### src/rtl/muldiv_seq.sv
// rtl/muldiv_seq.sv - multi-cycle mul/div sequencer driving ALU phase and divider strobes
module muldiv_seq #(
  parameter int DIV_ITERS = 32,
  parameter int CNT_W     = 6
) (
  input  logic        clk,
  input  logic        resetn,
  input  logic        op_valid,
  input  logic [20:0] alu_op,
  input  logic        kill,
  output logic [1:0]  mul_state,
  output logic        d_init,
  output logic        d_advance,
  output logic        div_last,
  output logic        stall,
  output logic        md_done
);

  localparam logic [2:0] IDLE    = 3'd0;
  localparam logic [2:0] MUL1    = 3'd1;
  localparam logic [2:0] MUL2    = 3'd2;
  localparam logic [2:0] DIV_RUN = 3'd3;
  localparam logic [2:0] DONE    = 3'd4;

  localparam logic [CNT_W-1:0] CNT_INIT = CNT_W'(DIV_ITERS - 1);

  logic [2:0]       state;
  logic [CNT_W-1:0] cnt;
  logic             lat_mul;

  logic is_mul;
  logic is_div;
  logic start;
  logic unused_alu_bits;

  assign is_mul = |alu_op[13:10];
  assign is_div = |alu_op[17:14];
  // resetn gates start so the Mealy start outputs also stay low while reset is held
  assign start  = resetn & op_valid & (is_mul | is_div) & ~kill;
  assign unused_alu_bits = ^{alu_op[20:18], alu_op[9:0]};

  always_ff @(posedge clk or negedge resetn) begin
    if (!resetn) begin
      state   <= IDLE;
      cnt     <= '0;
      lat_mul <= 1'b0;
    end else if (kill) begin
      state   <= IDLE;
      cnt     <= '0;
      lat_mul <= 1'b0;
    end else begin
      case (state)
        IDLE: begin
          if (start) begin
            if (is_div) begin
              state   <= DIV_RUN;
              cnt     <= CNT_INIT;
              lat_mul <= 1'b0;
            end else begin
              state   <= MUL1;
              lat_mul <= 1'b1;
            end
          end
        end
        MUL1: state <= MUL2;
        MUL2: state <= DONE;
        DIV_RUN: begin
          if (cnt == '0) begin
            state <= DONE;
          end else begin
            cnt <= cnt - 1'b1;
          end
        end
        DONE: begin
          state   <= IDLE;
          lat_mul <= 1'b0;
        end
        default: begin
          state   <= IDLE;
          cnt     <= '0;
          lat_mul <= 1'b0;
        end
      endcase
    end
  end

  always_comb begin
    mul_state = 2'b00;
    d_init    = 1'b0;
    d_advance = 1'b0;
    div_last  = 1'b0;
    stall     = 1'b0;
    md_done   = 1'b0;
    if (!kill) begin
      case (state)
        IDLE: begin
          if (start) begin
            stall  = 1'b1;
            d_init = is_div;
          end
        end
        MUL1: begin
          mul_state = 2'b01;
          stall     = 1'b1;
        end
        MUL2: begin
          mul_state = 2'b10;
          stall     = 1'b1;
        end
        DIV_RUN: begin
          d_advance = 1'b1;
          stall     = 1'b1;
          div_last  = (cnt == '0);
        end
        DONE: begin
          md_done   = 1'b1;
          mul_state = lat_mul ? 2'b11 : 2'b00;
        end
        default: begin
          mul_state = 2'b00;
        end
      endcase
    end
  end

endmodule
### config.mk
export PLATFORM = sky130hd
export DESIGN_NAME = muldiv_seq
export DESIGN_NICKNAME = d
export VERILOG_FILES = /design/src/rtl/muldiv_seq.sv
export SDC_FILE = /design/constraint.sdc
export NUM_CORES = 1
export LEC_CHECK = 0
export CAP_MARGIN = 20
export CORE_MARGIN = 2
export CORE_UTILIZATION = 46
export DETAILED_ROUTE_END_ITERATION = 12
export GPL_ROUTABILITY_DRIVEN = 0
export PLACE_DENSITY = 0.88
export SETUP_SLACK_MARGIN = 0.02
export SYNTH_ARGS = -nofsm -noshare
export SYNTH_HDL_FRONTEND = slang
export SYNTH_SLANG_ARGS = --single-unit
### constraint.sdc
create_clock -name clk -period 6 [get_ports clk]
set_input_delay 1.5 -clock clk [delete_from_list [all_inputs] [get_ports clk]]
set_output_delay 1.5 -clock clk [all_outputs]
set_load 0.005 [all_outputs]
# Word-level counts from Yosys, hierarchy flattened
# Index checks and enable logic that the tools add are counted.
[totals]
ff_bits = 10
output_inout_bits = 7
in_bits = 25
[op_classes]
eq_ne = 10
n_mux = 29
n_reduce_logical = 9
bitwise_logic = 5
n_addsub = 1
[op_table]
columns = ["cell", "n"]
rows = [
  ["6-bit 2-to-1 mux", 4],
  ["6-bit case mux with 3 select lines", 1],
  ["1-bit 2-to-1 mux", 14],
  ["3-bit != test (second input constant)", 4],
  ["3-bit case mux with 4 select lines", 1],
  ["3-bit 2-to-1 mux", 3],
  ["4-bit OR reduction", 2],
  ["3-bit by 2-bit equality test with 1-bit output (second input constant)", 2],
  ["6-bit zero test", 1],
  ["2-bit 2-to-1 mux", 3],
  ["2-bit case mux with 3 select lines", 1],
  ["3-bit OR reduction", 2],
  ["6-bit by 1-bit subtractor with 6-bit output (second input constant)", 1],
  ["2-bit by 1-bit != test with 1-bit output (second input constant)", 2],
  ["1-bit case mux with 2 select lines", 2],
  ["2-bit AND reduction", 2],
  ["4-bit AND reduction", 1],
  ["1-bit bitwise AND", 3],
  ["3-bit by 1-bit equality test with 1-bit output (second input constant)", 1],
  ["3-bit equality test (second input constant)", 1],
  ["3-bit zero test", 1],
  ["1-bit NOT", 1],
  ["1-bit OR", 1],
]

# Longest topological paths before layout
# Gate-level depths: netlist of the first run.
[logic_depth]
ltp_word = 7
ltp_mapped = 6
depth_no_buf = 6

# Least setup slack after synthesis of the first run
# No wires, ideal clock.
[synth_timing]
path_kind = "in2out"
from = "in alu_op[15]"
to = "out stall"
arrival_ns = 2.495
n_path_buf = 0
path_stages = 3
path_slack_ns = 2.005
cell_sequence = "nor4_1 a21oi_1 o31a_1"
[synth_between]
elab_chain_cells = 7
[synth_rtl]
columns = ["item", "line_no", "text"]
rows = [
  ["start: declaration", "9", "input logic [20:0] alu_op,"],
  ["4-bit OR reduction", "37", "assign is_div = |alu_op[17:14];"],
  ["1-bit OR", "39", "assign start = resetn & op_valid & (is_mul | is_div) & ~kill;"],
  ["1-bit bitwise AND (2 in a row)", "39", ""],
  ["1-bit 2-to-1 mux", "97", "if (start) begin"],
  ["1-bit case mux with 2 select lines", "95", "case (state)"],
  ["1-bit 2-to-1 mux", "94", "if (!kill) begin"],
  ["end: declaration", "15", "output logic stall,"],
]
# Every way passes these cells.

# Worst setup path after layout of the first run
# Ends and elaborated chain as after synthesis.

==> qor.txt, run 1 <==
syn avg cell area = 9.047 um2
Post-synth ARST share = 100.0%
number of global-route vias before repair = 730
H-tree depth = 1
ANT cells = 0
Critical Path Start Type = input pin
worst-path cell chain = clkdlybuf4s50_1 > nor4_1 > a21oi_1 > o31a_1 > clkdlybuf4s50_1
max frequency = 194.1 MHz
Worst path top cell family by delay = buffers and inverters
setup_tns = 0 ps
final worst path period share = 85.86%
Hold Startpoint = cnt[5]
synth-to-layout area growth = 22.95%
Worst VDD drop = 0.1150 mV
Cells after Synth = 91
leakage power = 0.0003898 uW
R2R depth = 5
final hold viol count = 0
largest net degree at the start of global routing = 14
Tot GR Track Use = 20.55%
Worst path depth = 5
# fillers = 141
I/O Buffers = 18
GRT overflow = 0
Hold Path Cell Cnt = 2
CTS clk-pin slew, worst paths = 60 ps
worst-path fanout max = 5
Min Clock Period, post-route = 5151 ps
postcts setup bufs = 0
Core ar. = 1708 um2
Metal-1 WL = 851 um
syn nets = 118
Vias/cell = 5.940
setup slack, reg-to-reg = 4150 ps
ys flop type = dfrtp_1
WL final = 1911 um
placed insts = 131
CTS tree = built
mapped cell area = 823.3 um2
CP peak stage delay = 660 ps
Top Layer Used = met4
Placement Cell Area = 989.7 um2
Power Density = 197.6 nW/um2
CP dominant cell by count = clkdlybuf4s50_1
final setup fails = 0
Die Wd = 46.31 um
Die Ht = 46.31 um
register area share after synthesis = 30.40%
drt first pass iters = 4
Data arrival, critical path = 3650 ps
Crit Reg-Reg Startpoint = state[2]
initial antenna violation count = 0
DP Wirelength = 1412 um
DRC = 0
Post-CTS Hold Buffers = 0
# resized after CTS = 0
Slew HR = 51.55%
Design Area, Final = 1012 um2
met2 wire length = 886 um
CP Class = in -> out
CP Data Required Time = 4500 ps
Synth Warn # = 0
CTS Sinks = 10
worst hold endpoint = cnt[5]
status = finished clean
Crit-path slowest cell = nor4_1
CTS max path bufs = 2
Post-layout nets = 138
tightest hold margin = 557.6 ps
Buf/Inv on CP = 2
initial DRC count = 36
Met3 Wirelength = 137 um
Worst Tran Pin Value = 720.2 ps
vias = 796
Crit. End Element = primary output
Crit Reg-Reg Endpoint = cnt[2]
RSZ-0062 raised after global routing = false
Clock Latency Late Sink = 270 ps
die area = 2144 um2
first-pass GRT wire length = 3084 um
Routed WL per cell = 14.26 um
Site Rows = 15
total CTS buffers = 3
max cap viols = 0
min-delay worst type = reg -> reg
DRT antenna net count = 0
layout cells sized above 1 = 11.01%
Synth Register Bits = 10
Distinct cells, synth = 45
effective utilization at floorplan = 48.21%
pins over their slew limit = 0
skew final = 1.164 ps
Post-synth EDFFs = 0
IO Count = 32
CTS root buf = clkbuf_4
non-filler cells, final = 134
[state kept, by name, summed over array words and instances, names as in the netlist]
name and cells:
cnt 6, lat_mul 1, state 3
[layout by cell type, fill, tap and decap left out, types with 3 or more instances in the layout]
cell type,Yosys,final
nor3_1,4,4
nor2_1,7,7
nor4_1,3,3
inv_1,4,4
clkbuf_4,0,3
clkdlybuf4s50_1,0,18
nand2_1,8,8
a22oi_1,3,3
a21oi_1,4,4
nand2b_1,3,3
dfrtp_1,10,10
[layout make-up]
class / instances / area [um2] / share of cell area, %
multi-input cells: 72 / 501.7 / 49.57
clock buffers: 3 / 22.52 / 2.225
repair buffers: 19 / 187.7 / 18.54
flip-flops and latches: 10 / 250.2 / 24.72
inverters: 5 / 18.77 / 1.854
well taps: 25 / 31.28 / 3.090
[Yosys cell counts (3+ instances only)]
master / n / area, um2
nand2_1: 8 / 30.03
a22oi_1: 3 / 22.52
nor3_1: 4 / 20.02
clkbuf_8: 3 / 41.29
nor4_1: 3 / 18.77
a21oi_1: 4 / 20.02
nand2b_1: 3 / 18.77
nor2_1: 7 / 26.28
inv_1: 4 / 15.01
dfrtp_1: 10 / 250.2
[worst max path at each step]
stage	start	end	slack, ps
final	alu_op[15]	stall	850
after global routing	alu_op[15]	stall	700
after CTS	alu_op[15]	stall	820
after detailed placement	alu_op[15]	stall	830
after global placement	alu_op[15]	stall	920
after floorplan	alu_op[15]	stall	2010
[routing by layer]
layer | vias to the layer above | GRT usage, %
li1 | 384 | -
met1 | 367 | 26.44
met2 | 38 | 31.11
met3 | 7 | 4.706
met4 | 0 | 12.00
met5 | - | 0
[worst reg2reg max path: stages, from the launching register on]
cell and delay (ps):
dfrtp_1 550, nand4bb_1 320, clkinv_1 300, a22o_1 270, a31oi_1 150, o311ai_1 130
[metrics by stage]
step                      setup slack (ps)  total power (uW)  utilization (%)
final                                848.6             200.0            59.27
after global routing                 696.8             213.2            59.27
after CTS                            824.4             200.6            59.27
after detailed placement             830.8             153.9            57.95
after global placement               922.5             150.8            57.95
after floorplan                       2005             133.0                -
[where the power goes]
| group | switching, uW | total (uW) | internal (uW) |
|---|---|---|---|
| Clock | 22.5 | 45.7 | 23.2 |
| Combinational | 35.8 | 69.2 | 33.4 |
| Sequential | 11.0 | 85.1 | 74.1 |
| Total | 69.4 | 200 | 131 |
[cells by family (layout without fill, tap and decap cells)]
kind of cell | Yosys count | count (layout) | share of synthesized area, %
buffers and inverters | 9 | 27 | 8.662
AOI/OAI and AO/OA | 30 | 30 | 28.27
muxes | 2 | 2 | 2.432
adders and majority gates | 2 | 2 | 3.039
and+or+nand+nor | 38 | 38 | 27.21
DFF | 10 | 10 | 30.40
(Power assumes the default switching activity.)
==> run 2: changes to the inputs <==
--- a/config.mk
+++ b/config.mk
@@ -7,10 +7,10 @@
 export LEC_CHECK = 0
 export CAP_MARGIN = 20
 export CORE_MARGIN = 2
-export CORE_UTILIZATION = 46
+export CORE_UTILIZATION = 45
 export DETAILED_ROUTE_END_ITERATION = 12
 export GPL_ROUTABILITY_DRIVEN = 0
-export PLACE_DENSITY = 0.88
+export PLACE_DENSITY = 0.86
 export SETUP_SLACK_MARGIN = 0.02
 export SYNTH_ARGS = -nofsm -noshare
 export SYNTH_HDL_FRONTEND = slang
==> run 2 against run 1 <==
Against the previous run: first-iteration DRC count down 2.8%; largest power group unchanged; power up 7.9%; die area up 2.0%; worst setup slack better by 49 ps; clock skew up 4.9 ps; utilization up 0.15 points; non-clock buffer count unchanged; clock power up 36%.
==> qor.txt, run 2 (synthesis results as in run 1) <==
Min Clock Period, post-route = 5102 ps (was 5151 ps)
CP dominant cell by count = clkdlybuf4s50_1 (unchanged)
synth-to-layout area growth = 24.62% (was 22.95%)
leakage power = 0.0003970 uW (was 0.0003898 uW)
# resized after CTS = 0 (unchanged)
CTS clk-pin slew, worst paths = 70 ps (was 60 ps)
CP peak stage delay = 640 ps (was 660 ps)
Slew HR = 53.57% (was 51.55%)
Clock Latency Late Sink = 270 ps (about the same)
setup_tns = 0 ps (unchanged)
effective utilization at floorplan = 47.68% (was 48.21%)
initial DRC count = 35 (was 36)
RSZ-0062 raised after global routing = false (unchanged)
most common cell after layout, fill and taps aside = clkdlybuf4s50_1 (unchanged)
worst-path cell chain = clkdlybuf4s50_1 > nor4_1 > a21oi_1 > o31a_1 > clkdlybuf4s50_1 (unchanged)
max reg flops = 6 (unchanged)
CP Data Required Time = 4500 ps (about the same)
Crit. End Element = primary output (unchanged)
CTS max path bufs = 2 (unchanged)
number of global-route vias before repair = 656 (was 730)
Power, Total = 215.8 uW (was 200.0 uW)
initial antenna violation count = 0 (unchanged)
max frequency = 196.0 MHz (was 194.1 MHz)
vias = 793 (was 796)
Core ar. = 1727 um2 (was 1708 um2)
Buf/Inv on CP = 2 (unchanged)
Power Density = 210.4 nW/um2 (was 197.6 nW/um2)
CTS Sinks = 10 (unchanged)
drt first pass iters = 4 (unchanged)
final setup fails = 0 (unchanged)
Site Rows = 15 (unchanged)
Regs by FF count = cnt x6, state x3, lat_mul x1 (unchanged)
CTS root buf = clkbuf_4 (unchanged)
die area = 2188 um2 (was 2144 um2)
status = finished clean (unchanged)
IO Count = 32 (unchanged)
Tot GR Track Use = 19.02% (was 20.55%)
Die Wd = 46.78 um (was 46.31 um)
H-tree depth = 1 (unchanged)
largest net degree at the start of global routing = 14 (unchanged)
total CTS buffers = 3 (unchanged)
min-delay worst type = reg -> reg (unchanged)
Worst Tran Pin Value = 690.1 ps (was 720.2 ps)
skew final = 6.037 ps (was 1.164 ps)
Worst path top cell family by delay = buffers and inverters (unchanged)
CP Class = in -> out (unchanged)
# fillers = 160 (was 141)
GRT overflow = 0 (unchanged)
DRC = 0 (unchanged)
Worst VDD drop = 0.1228 mV (was 0.1150 mV)
DRT antenna net count = 0 (unchanged)
largest reg by FF count = cnt (unchanged)
pins over their slew limit = 0 (unchanged)
Die Ht = 46.78 um (was 46.31 um)
postcts setup bufs = 0 (unchanged)
final worst path period share = 85.03% (was 85.86%)
DP Wirelength = 1404 um (was 1412 um)
Crit-path slowest cell = nor4_1 (unchanged)
Critical Path Start Type = input pin (unchanged)
first-pass GRT wire length = 2835 um (was 3084 um)
commonest cells after routing, fill and taps aside = 18 x clkdlybuf4s50_1, 10 x dfrtp_1, 8 x nand2_1, 7 x nor2_1 (unchanged)
final hold viol count = 0 (unchanged)
Routed WL per cell = 13.81 um (was 14.26 um)
WL final = 1865 um (was 1911 um)
max cap viols = 0 (unchanged)
worst-path fanout max = 5 (unchanged)
I/O Buffers = 18 (unchanged)
CTS tree = built (unchanged)
Post-layout nets = 138 (unchanged)
layout cells sized above 1 = 11.82% (was 11.01%)
Post-CTS Hold Buffers = 0 (unchanged)
ANT cells = 0 (unchanged)
Vias/cell = 5.874 (was 5.940)
Data arrival, critical path = 3600 ps (was 3650 ps)
==> run 2: changes by cell type in the layout (fill, tap and decap cells not counted), sizes merged <==
cell    previous run  this run
clkbuf             3         4
==> run 2: through the flow <==
| stage | instance area (um2) | setup slack (ps) | utilization, % | std cells | hold WS [ps] |
|---|---|---|---|---|---|
| after floorplan | 823.3 | 2005 | - | 91 | 499.1 |
| after global placement | 989.7 | 920.2 | 57.32 | 131 | 535.3 |
| after detailed placement | 989.7 | 907.7 | 57.32 | 131 | 550.9 |
| after CTS | 1026 | 892.5 | 59.42 | 135 | 563.6 |
| after global routing | 1026 | 801.1 | 59.42 | 135 | 581.3 |
| final | 1026 | 897.9 | 59.42 | 135 | 549.2 |
==> run 2: path summary, 6_finish.rpt <==
path	start	end	slack, ps	cells after the start
max	alu_op[15]	stall	900	5
min	cnt[5]	cnt[5]	550	2
max reg2reg	state[2]	cnt[2]	4150	5
min reg2reg	cnt[5]	cnt[5]	550	2
max in group asynchronous	resetn	cnt[5]	4330	2
min in group asynchronous	resetn	cnt[4]	1510	2
==> run 2: final cells by class <==
class | count | area [um2] | share of cell area (%)
clock buffers | 4 | 36.28 | 3.537
inverters | 5 | 18.77 | 1.829
multi-input cells | 72 | 501.7 | 48.90
flip-flops and latches | 10 | 250.2 | 24.39
well taps | 25 | 31.28 | 3.049
repair buffers | 19 | 187.7 | 18.29
==> run 2: routing by layer <==
metal	up-vias	wire length [um]	global-route usage, %	share of wire [%]
li1	385	-	-	-
met3	2	148	5.769	7.9
met1	372	809	23.26	43
met2	34	900	30.68	48
met4	0	7	8.889	0.38
met5	-	0	0	0
==> run 2: tightest hold or removal path, stage by stage, from the launching register on <==
cell,delay (ps)
dfrtp_1,350
inv_1,50
o22ai_1,100
==> run 2: power breakdown <==
group	internal (uW)	switching (uW)	total, uW	leakage [uW]
clock network	36.9	25.3	62.1	0.0000210
logic	33.2	35.6	68.8	0.000242
registers	74.0	10.9	84.9	0.000134
total	144	71.7	216	0.000397
==> run 3: changes to the inputs <==
--- a/config.mk
+++ b/config.mk
@@ -6,7 +6,7 @@
 export NUM_CORES = 1
 export LEC_CHECK = 0
 export CAP_MARGIN = 20
-export CORE_MARGIN = 2
+export CORE_MARGIN = 3
 export CORE_UTILIZATION = 45
 export DETAILED_ROUTE_END_ITERATION = 12
 export GPL_ROUTABILITY_DRIVEN = 0
==> run 3 against run 2 <==
Against the previous run: routed wire length rose by 1.3%; clock power down 24%; non-clock buffer count unchanged; fmax shrank 0.52%; global-route usage shrank 3.2 points; via count decreased by 0.76%; combinational power down 1%; power fell by 7.3%; worst setup slack worse by 27 ps; sequential power about the same; largest cell class unchanged; largest power group unchanged.
==> qor.txt, run 3 (synthesis results as in run 1) <==
Worst Tran Pin Value = 703.9 ps (was 690.1 ps)
CP Data Required Time = 4500 ps (about the same)
setup_tns = 0 ps (unchanged)
WL final = 1890 um (was 1865 um)
CTS root buf = clkbuf_4 (unchanged)
min-delay worst type = reg -> reg (unchanged)
Core Util, Final = 62.73% (was 59.42%)
Post-CTS Hold Buffers = 0 (unchanged)
max reg flops = 6 (unchanged)
Die Ht = 48.78 um (was 46.78 um)
CP Class = in -> out (unchanged)
GRT overflow = 0 (unchanged)
DRC = 0 (unchanged)
final hold viol count = 0 (unchanged)
met2 wire length = 909 um (was 900 um)
worst-path fanout max = 5 (unchanged)
Worst VDD drop = 0.1332 mV (was 0.1228 mV)
H-tree depth = 1 (unchanged)
status = finished clean (unchanged)
Worst path top cell family by delay = buffers and inverters (unchanged)
Die Wd = 48.78 um (was 46.78 um)
CTS clk-pin slew, worst paths = 70 ps (about the same)
Tot GR Track Use = 15.80% (was 19.02%)
largest reg by FF count = cnt (unchanged)
CP peak stage delay = 640 ps (about the same)
effective utilization at floorplan = 51.09% (was 47.68%)
CP dominant cell by count = clkdlybuf4s50_1 (unchanged)
final setup fails = 0 (unchanged)
Core ar. = 1612 um2 (was 1727 um2)
Crit-path slowest cell = nor4_1 (unchanged)
synth-to-layout area growth = 22.80% (was 24.62%)
Top Layer Used = met3 (was met4)
postcts setup bufs = 0 (unchanged)
leakage power = 0.0003898 uW (was 0.0003970 uW)
number of global-route vias before repair = 706 (was 656)
max cap viols = 0 (unchanged)
Clock Latency Late Sink = 260 ps (was 270 ps)
pins over their slew limit = 0 (unchanged)
Crit. End Element = primary output (unchanged)
Met3 Wirelength = 122 um (was 148 um)
DP Wirelength = 1397 um (was 1404 um)
drt first pass iters = 4 (unchanged)
max frequency = 195.0 MHz (was 196.0 MHz)
die area = 2379 um2 (was 2188 um2)
Metal-1 WL = 858 um (was 809 um)
Site Rows = 14 (was 15)
Regs by FF count = cnt x6, state x3, lat_mul x1 (unchanged)
largest net degree at the start of global routing = 14 (unchanged)
# fillers = 152 (was 160)
ANT cells = 0 (unchanged)
final worst path period share = 85.48% (was 85.03%)
skew final = 4.448 ps (was 6.037 ps)
worst-path cell chain = clkdlybuf4s50_1 > nor4_1 > a21oi_1 > o31a_1 > clkdlybuf4s50_1 (unchanged)
vias = 787 (was 793)
Data arrival, critical path = 3630 ps (was 3600 ps)
tightest hold margin = 545.4 ps (was 549.2 ps)
initial DRC count = 10 (was 35)
DRT antenna net count = 0 (unchanged)
I/O Buffers = 18 (unchanged)
CTS tree = built (unchanged)
CTS Sinks = 10 (unchanged)
RSZ-0062 raised after global routing = false (unchanged)
Post-layout nets = 138 (unchanged)
first-pass GRT wire length = 3070 um (was 2835 um)
layout cells sized above 1 = 11.01% (was 11.82%)
IO Count = 32 (unchanged)
Routed WL per cell = 14.21 um (was 13.81 um)
Slew HR = 52.64% (was 53.57%)
Buf/Inv on CP = 2 (unchanged)
most common cell after layout, fill and taps aside = clkdlybuf4s50_1 (unchanged)
total CTS buffers = 3 (unchanged)
Vias/cell = 5.917 (was 5.874)
Critical Path Start Type = input pin (unchanged)
commonest cells after routing, fill and taps aside = 18 x clkdlybuf4s50_1, 10 x dfrtp_1, 8 x nand2_1, 7 x nor2_1 (unchanged)
Min Clock Period, post-route = 5129 ps (was 5102 ps)
# resized after CTS = 0 (unchanged)
initial antenna violation count = 0 (unchanged)
Power Density = 197.9 nW/um2 (was 210.4 nW/um2)
CTS max path bufs = 2 (unchanged)
run 3: changes by cell type in the layout (fill, tap and decap cells not counted):
cell      delta
clkbuf_8     -1
run 3: report_power, final:
| part | switching (uW) | internal [uW] | total (uW) |
|---|---|---|---|
| clock network | 23.8 | 23.2 | 47.0 |
| logic | 34.7 | 33.4 | 68.1 |
| registers | 11.0 | 74.0 | 85.0 |
| total | 69.5 | 131 | 200 |
run 3: final cells by class:
cell class	count	area (um2)	area share, %
Sequential cell	10	250.2	24.75
Inverter	5	18.77	1.856
Clock buffer	3	22.52	2.228
Timing Repair Buffer	19	187.7	18.56
Multi-Input combinational cell	72	501.7	49.63
Tap cell	24	30.03	2.970
run 3: per-stage QoR:
step                std cells  area (um2)  total power (uW)  setup slack [ps]
floorplan                  91       823.3             133.0              2005
global placement          130       988.4             150.9             925.2
detailed placement        130       988.4             153.4             908.9
CTS                       133        1011             198.8             898.0
global route              133        1011             212.6             723.8
finish                    133        1011             200.0             871.1
run 3: worst reg2reg max path, cell delays in order (launching register included):
cell and delay, ps:
dfrtp_1 560, nand4bb_1 330, clkinv_1 290, a22o_1 280, a31oi_1 140, o311ai_1 130
run 3: path summary, 6_finish.rpt:
kind / end / slack [ps] / from / depth (start not counted)
setup reg to reg: cnt[2] / 4130 / state[2] / 5
max in group asynchronous: cnt[4] / 4330 / resetn / 2
hold reg to reg: cnt[5] / 550 / cnt[5] / 2
min in group asynchronous: cnt[3] / 1520 / resetn / 2
hold / removal: cnt[5] / 550 / cnt[5] / 2
setup / recovery: stall / 870 / alu_op[15] / 5
run 3: metal layers:
layer	GRT usage, %	up-vias
li1	-	384
met1	20.42	376
met2	26.24	27
met3	4.281	0
met4	3.318	0
met5	0	-
